**config.mk**
```make
export PLATFORM = sky130hd
export DESIGN_NAME = mdio_peripheral
export DESIGN_NICKNAME = d
export VERILOG_FILES = /design/src/rtl/mdio_pkg.sv /design/src/rtl/mdc_edge_detect.sv /design/src/rtl/mdio_peripheral.sv
export SDC_FILE = /design/constraint.sdc
export NUM_CORES = 1
export LEC_CHECK = 0
export CELL_PAD_IN_SITES_DETAIL_PLACEMENT = 1
export CELL_PAD_IN_SITES_GLOBAL_PLACEMENT = 1
export CORE_ASPECT_RATIO = 0.9
export CORE_MARGIN = 10
export CORE_UTILIZATION = 25
export DETAILED_ROUTE_END_ITERATION = 16
export PLACE_DENSITY_LB_ADDON = 0.1
export SYNTH_ARGS = -nofsm -noshare
export SYNTH_HDL_FRONTEND = slang
export SYNTH_SLANG_ARGS = --single-unit
```
**constraint.sdc**
```tcl
create_clock -name clk -period 42.1 [get_ports clk]
set_clock_uncertainty 0.05 [all_clocks]
set_input_delay 8.42 -clock clk [delete_from_list [all_inputs] [get_ports clk]]
set_output_delay 8.42 -clock clk [all_outputs]
set_load 0.02 [all_outputs]
```
**src/rtl/mdio_pkg.sv**
```systemverilog
// Shared constants and FSM state type for the Clause-22 MDIO peripheral.
package mdio_pkg;
    localparam int DATA_W = 16;
    localparam int ADDR_W = 5;

    localparam logic [1:0] OP_WRITE = 2'b01;
    localparam logic [1:0] OP_READ  = 2'b10;
    localparam logic [1:0] ST       = 2'b01;
    localparam logic [1:0] TA_WRITE = 2'b10;

    typedef enum logic [3:0] {
        S_IDLE,
        S_START,
        S_OP,
        S_PHYAD,
        S_REGAD,
        S_TA,
        S_WDATA,
        S_RDATA,
        S_COMMIT
    } mdio_state_e;
endpackage

```
**src/rtl/mdc_edge_detect.sv**
```systemverilog
// Synchronises MDC into the clk domain and emits registered one-clk rise/fall pulses.
module mdc_edge_detect (
    input  logic clk,
    input  logic rst,
    input  logic mdc,
    output logic rise,
    output logic fall
);
    logic [2:0] sync_q, sync_d;
    logic       rise_q, rise_d;
    logic       fall_q, fall_d;

    always_comb begin
        sync_d = {sync_q[1:0], mdc};
        rise_d = sync_q[1] & ~sync_q[2];
        fall_d = ~sync_q[1] & sync_q[2];
    end

    always_ff @(posedge clk or posedge rst) begin
        if (rst) begin
            sync_q <= '0;
            rise_q <= 1'b0;
            fall_q <= 1'b0;
        end else begin
            sync_q <= sync_d;
            rise_q <= rise_d;
            fall_q <= fall_d;
        end
    end

    assign rise = rise_q;
    assign fall = fall_q;
endmodule

```
**src/rtl/mdio_peripheral.sv**
```systemverilog
// Clause-22 MDIO management slave: frame decoder, register file, read shifter,
// write-commit strobe and saturating aborted-frame counter.
module mdio_peripheral
    import mdio_pkg::*;
#(
    parameter logic [ADDR_W-1:0] PHY_ADDR = 5'd1,
    parameter int                NUM_REGS = 32,
    parameter int                PRE_BITS = 32,
    parameter int                ERR_W    = 8
) (
    input  logic              clk,
    input  logic              reset,
    input  logic              mdc,
    input  logic              mdio_out,
    input  logic              mdio_oe,
    output logic              mdio_in,
    output logic              mdio_in_oe,
    output logic              wr_strobe,
    output logic [ADDR_W-1:0] wr_addr,
    output logic [DATA_W-1:0] wr_data,
    output logic              busy,
    output logic [ERR_W-1:0]  err_cnt
);
    localparam logic [5:0] NUM_REGS_L = 6'(NUM_REGS);
    localparam logic [5:0] PRE_L      = 6'(PRE_BITS);

    logic              rise, fall;
    mdio_state_e       state_q, state_d;
    logic [5:0]        pre_q, pre_d;
    logic [3:0]        bit_q, bit_d;
    logic [4:0]        rd_q, rd_d;
    logic [1:0]        op_q, op_d;
    logic [ADDR_W-1:0] addr_q, addr_d;
    logic [DATA_W-1:0] shift_q, shift_d;
    logic              mdio_in_q, mdio_in_d;
    logic              oe_q, oe_d;
    logic              strobe_q, strobe_d;
    logic [ADDR_W-1:0] wa_q, wa_d;
    logic [DATA_W-1:0] wd_q, wd_d;
    logic [ERR_W-1:0]  err_q, err_d;
    logic [DATA_W-1:0] regs_q [32];
    logic [DATA_W-1:0] regs_d [32];
    logic              abort;

    function automatic logic addr_impl(input logic [ADDR_W-1:0] a);
        return {1'b0, a} < NUM_REGS_L;
    endfunction

    mdc_edge_detect u_edge (
        .clk  (clk),
        .rst  (reset),
        .mdc  (mdc),
        .rise (rise),
        .fall (fall)
    );

    always_comb begin
        state_d   = state_q;
        pre_d     = pre_q;
        bit_d     = bit_q;
        rd_d      = rd_q;
        op_d      = op_q;
        addr_d    = addr_q;
        shift_d   = shift_q;
        mdio_in_d = mdio_in_q;
        oe_d      = oe_q;
        strobe_d  = 1'b0;
        wa_d      = wa_q;
        wd_d      = wd_q;
        err_d     = err_q;
        abort     = 1'b0;

        case (state_q)
            S_IDLE: if (rise) begin
                if (mdio_out) begin
                    if (pre_q != PRE_L) pre_d = pre_q + 6'd1;
                end else begin
                    if (pre_q == PRE_L) state_d = S_START;
                    pre_d = '0;
                end
            end
            S_START: if (rise) begin
                if (!mdio_oe || mdio_out != ST[0]) begin
                    abort = 1'b1;
                end else begin
                    state_d = S_OP;
                    bit_d   = '0;
                end
            end
            S_OP: if (rise) begin
                if (!mdio_oe) begin
                    abort = 1'b1;
                end else begin
                    op_d  = {op_q[0], mdio_out};
                    bit_d = bit_q + 4'd1;
                    if (bit_q == 4'd1) begin
                        bit_d = '0;
                        if (op_d == OP_WRITE || op_d == OP_READ) state_d = S_PHYAD;
                        else abort = 1'b1;
                    end
                end
            end
            S_PHYAD: if (rise) begin
                if (!mdio_oe) begin
                    abort = 1'b1;
                end else begin
                    addr_d = {addr_q[ADDR_W-2:0], mdio_out};
                    bit_d  = bit_q + 4'd1;
                    if (bit_q == 4'd4) begin
                        bit_d = '0;
                        // Another PHY's frame is not an error: just wait for the next preamble.
                        if (addr_d == PHY_ADDR) begin
                            state_d = S_REGAD;
                        end else begin
                            state_d = S_IDLE;
                            pre_d   = '0;
                        end
                    end
                end
            end
            S_REGAD: if (rise) begin
                if (!mdio_oe) begin
                    abort = 1'b1;
                end else begin
                    addr_d = {addr_q[ADDR_W-2:0], mdio_out};
                    bit_d  = bit_q + 4'd1;
                    if (bit_q == 4'd4) begin
                        bit_d = '0;
                        if (op_q == OP_READ) begin
                            shift_d = addr_impl(addr_d) ? regs_q[addr_d] : '1;
                            rd_d    = '0;
                            state_d = S_RDATA;
                        end else begin
                            state_d = S_TA;
                        end
                    end
                end
            end
            S_TA: if (rise) begin
                if (!mdio_oe || mdio_out != ((bit_q == 4'd0) ? TA_WRITE[1] : TA_WRITE[0])) begin
                    abort = 1'b1;
                end else if (bit_q == 4'd1) begin
                    state_d = S_WDATA;
                    bit_d   = '0;
                end else begin
                    bit_d = bit_q + 4'd1;
                end
            end
            S_WDATA: if (rise) begin
                if (!mdio_oe) begin
                    abort = 1'b1;
                end else begin
                    shift_d = {shift_q[DATA_W-2:0], mdio_out};
                    if (bit_q == 4'd15) begin
                        state_d = S_COMMIT;
                        // Strobe and wr_* are registered on COMMIT entry; the array follows from them.
                        if (addr_impl(addr_q)) begin
                            strobe_d = 1'b1;
                            wa_d     = addr_q;
                            wd_d     = shift_d;
                        end
                    end else begin
                        bit_d = bit_q + 4'd1;
                    end
                end
            end
            S_COMMIT: begin
                state_d = S_IDLE;
                pre_d   = '0;
            end
            S_RDATA: if (fall) begin
                rd_d = rd_q + 5'd1;
                if (rd_d == 5'd2) begin
                    oe_d      = 1'b1;
                    mdio_in_d = 1'b0;
                end else if (rd_d >= 5'd3 && rd_d <= 5'd18) begin
                    mdio_in_d = shift_q[DATA_W-1];
                    shift_d   = {shift_q[DATA_W-2:0], 1'b0};
                end else if (rd_d == 5'd19) begin
                    oe_d      = 1'b0;
                    mdio_in_d = 1'b1;
                    state_d   = S_IDLE;
                    pre_d     = '0;
                end
            end
            default: state_d = S_IDLE;
        endcase

        if (abort) begin
            state_d = S_IDLE;
            pre_d   = '0;
            if (err_q != '1) err_d = err_q + ERR_W'(1);
        end
    end

    always_comb begin
        regs_d = regs_q;
        if (state_q == S_COMMIT && strobe_q) regs_d[wa_q] = wd_q;
    end

    always_ff @(posedge clk or posedge reset) begin
        if (reset) begin
            state_q   <= S_IDLE;
            pre_q     <= '0;
            bit_q     <= '0;
            rd_q      <= '0;
            op_q      <= '0;
            addr_q    <= '0;
            shift_q   <= '0;
            mdio_in_q <= 1'b1;
            oe_q      <= 1'b0;
            strobe_q  <= 1'b0;
            wa_q      <= '0;
            wd_q      <= '0;
            err_q     <= '0;
            regs_q    <= '{default: '0};
        end else begin
            state_q   <= state_d;
            pre_q     <= pre_d;
            bit_q     <= bit_d;
            rd_q      <= rd_d;
            op_q      <= op_d;
            addr_q    <= addr_d;
            shift_q   <= shift_d;
            mdio_in_q <= mdio_in_d;
            oe_q      <= oe_d;
            strobe_q  <= strobe_d;
            wa_q      <= wa_d;
            wd_q      <= wd_d;
            err_q     <= err_d;
            regs_q    <= regs_d;
        end
    end

    assign mdio_in    = mdio_in_q;
    assign mdio_in_oe = oe_q;
    assign wr_strobe  = strobe_q;
    assign wr_addr    = wa_q;
    assign wr_data    = wd_q;
    assign busy       = (state_q != S_IDLE);
    assign err_cnt    = err_q;
endmodule

```
==> results by group <==
Worst setup path
  • Critical path capture point type: async pin
  • CP max FO: 104
  • Worst endpoint required time: 42.67 ns
  • Startpoint types: input port
  • Crit path DAT: 12.14 ns
  • Crit path kind: in -> async

Timing
  • Final WS setup: 30.53 ns
  • Hold slack: 0.307 ns
  • Setup-failing EPs final: 0
  • Period minus WS final: 11.57 ns
  • Slew HR: 26.1%
  • Highest clock rate: 0.0864 GHz
  • Worst slew pin tran: 1.11 ns
  • Final hold vios: 0
  • Final period util: 27.5%
  • RSZ-0062 raised after global routing: no
  • Slew Viols, Final: 0
  • Setup TNS: 0 ns

Place
  • Placer congestion estimate: 0.733
  • Dpl hpwl: 51,900 um
  • Post-Place Setup Slack: 29.58 ns
  • Port-buffer cells: 37

Synthesis
  • Yosys reg bits: 591
  • Register area share after synthesis: 53.1%
  • Mapped cell area: 27,800 sq um
  • Synth Instances: 2,014
  • Yosys warns: 0
  • Net Count, Synth: 2,028
  • Synth Flop Type: dfrtp_1
  • Post-synth EDFFs: 0
  • Yosys cell types: 78
  • Synth async-reset ratio: 100%
  • Avg Inst Size Synth: 13.8 sq um

Cells and area
  • # diodes: 0
  • Area delta synth->final: 15.1%
  • Post-layout nets: 2,016
  • Area occupied by registers: 14,800 sq um
  • Fill cells: 11,800
  • Fraction of layout cells with a size suffix above 1: 40.8%
  • Area of the multi-input gates: 12,300 sq um

Floorplan
  • CORE AREA: 111,000 sq um
  • I/O pins: 38
  • DIE AREA: 125,000 sq um
  • Die Wd: 372 um
  • Initial Util: 25.1%
  • # rows: 116
  • Die Y: 337 um

Global routing
  • First-pass GRT wire length: 132,000 um
  • Gr usage total: 14.2%
  • Initial antenna violation count: 1
  • Pin count of the biggest net entering global routing: 105
  • Gr ovfl total: 0
  • Vias in the first global route: 18,700

Clock tree
  • Clock buffer count from CTS: 73
  • CTS clk-pin slew, worst paths: 0.05 ns
  • # H-tree levels: 3
  • CTS max path bufs: 3
  • Post-CTS setup buffers: 0
  • Clk Latency, worst-skew pair: 0.66 ns
  • CTS tree: yes
  • CTS root buf: clkbuf_16
  • Post-CTS resize count: 0
  • Hold Buf Count CTS: 0
  • Sink Count: 591

Route
  • Drt drc: 0
  • ANT nets after route: 0
  • Wirelength per Cell: 25.1 um
  • Routed via count: 16,800
  • Vias/cell: 4.76
  • Drt pass-1 iters: 4
  • Drt total wl: 88,500 um
  • Drt initial violations: 784

Flow run
  • Max_cap viols: 0

Pwr
  • Maximum vdd drop: 0.0377 mV
  • Leakage: 14.5 nW
  • Pwr dens: 47.0 nW/um^2

Worst hold path
  • Hold Crit Class: reg -> reg

Outcome
  • Status: complete, no violations
worst paths after layout:
check,from,endpoint,slack [ns],cells after the start
setup / recovery,reset,regs_q[39],30.53,5
hold / removal,u_edge.sync_q[0],u_edge.sync_q[1],0.31,0
setup reg to reg,addr_q[0],shift_q[13],37.92,9
hold reg to reg,u_edge.sync_q[0],u_edge.sync_q[1],0.31,0
max in group clk,wr_data[0],wr_data[0],31.02,1
min in group asynchronous,reset,regs_q[343],8.23,2
worst max-delay path, stage by stage:
cell	delay [ns]
clkdlybuf4s50_1	0.49
inv_8	0.48
buf_4	0.82
buf_4	0.77
buf_4	0.91
metrics by stage:
stage	power, mW	std cells	utilization [%]	area [sq um]
6_report	1.50	3527	28.9	32000
5_1_grt	1.59	3527	28.9	32000
4_1_cts	1.54	3527	28.9	32000
3_5_place_dp	0.904	3402	26.8	29700
3_3_place_gp	0.901	3402	26.8	29700
2_1_floorplan	0.802	2014	-	27800
cell usage after synthesis (all sizes together), types with 4 or more instances:
cell type / count / area share, %
o21ai: 70 / 1.3
a21o: 7 / 0.19
nand3: 20 / 0.40
dfrtp: 590 / 53
and2: 6 / 0.13
a22oi: 43 / 1.2
o31ai: 5 / 0.13
nor2b: 8 / 0.18
xnor2: 9 / 0.28
a31oi: 22 / 0.55
nand4: 4 / 0.11
buf: 73 / 1.6
nor2: 110 / 1.7
or4: 6 / 0.22
ha: 9 / 0.40
nor3: 7 / 0.17
nand2: 71 / 0.99
inv: 13 / 0.18
a21oi: 27 / 0.49
nand2b: 9 / 0.20
a211oi: 4 / 0.11
mux2: 542 / 22
mux2i: 90 / 3.2
clkbuf: 99 / 1.3
mux4: 86 / 7.0
o211ai: 32 / 0.86
final cells by class:
cell class	count	area share, %
inverters	14	0.187
clock buffers	110	6.70
well taps	1475	5.76
clock inverters	15	0.582
multi-input cells	1237	38.3
flip-flops and latches	591	46.2
repair buffers	85	2.31
placed cells by master, fill, tap and decap left out, types with 4 or more instances in the layout:
cell type and count:
a211oi_1 4, a21o_1 7, a21oi_1 27, a22oi_1 43, a31oi_1 21, and2_1 4, buf_4 48, clkbuf_1 19
clkbuf_16 73, clkbuf_8 18, clkdlybuf4s50_1 36, clkinv_2 7, dfrtp_1 587, ha_1 9, inv_1 12, inv_16 4
mux2_2 502, mux2_4 40, mux2i_1 90, mux4_2 86, nand2_1 69, nand2b_1 8, nand3_1 18, nor2_1 86
nor2_2 9, nor2_4 15, nor2b_1 6, nor3_1 6, o211ai_1 32, o21ai_0 69, o31ai_1 5, or4_4 4
xnor2_1 9
metal layers:
metal	part of all wire, %	track usage (%)	vias to the layer above
met5	0	0	-
met4	2.7	4.14	0
met3	4.1	2.81	119
met2	45	22.5	249
met1	48	19.5	9098
li1	-	-	7333
where the power goes:
group | internal [mW] | leakage, nW | switching, mW
Combinational | 0.0947 | 5.17 | 0.161
Clock | 0.360 | 1.15 | 0.261
Sequential | 0.587 | 8.17 | 0.0408
logic make-up after synthesis:
| kind of cell | count (synthesis) | synth area share, % |
|---|---|---|
| simple gates | 266 | 4.84 |
| fa+ha+maj | 9 | 0.405 |
| mux | 718 | 32.7 |
| flops | 591 | 53.1 |
| buf+inv | 186 | 3.13 |
| xor+xnor | 10 | 0.315 |
| compound gates | 234 | 5.52 |
state kept, by name (all words and copies together) (netlist names):
| name | cells |
|---|---|
| regs_q | 512 |
| shift_q | 16 |
| wr_data | 16 |
| err_cnt | 8 |
| pre_q | 6 |
| addr_q | 5 |
| rd_q | 5 |
| wr_addr | 5 |
| bit_q | 4 |
| state_q | 4 |
| u_edge.sync_q | 3 |
| op_q | 2 |
| mdio_in | 1 |
| mdio_in_oe | 1 |
| u_edge.fall | 1 |
| u_edge.rise | 1 |
| wr_strobe | 1 |
Note: power is estimated with default switching activity, not from simulation.
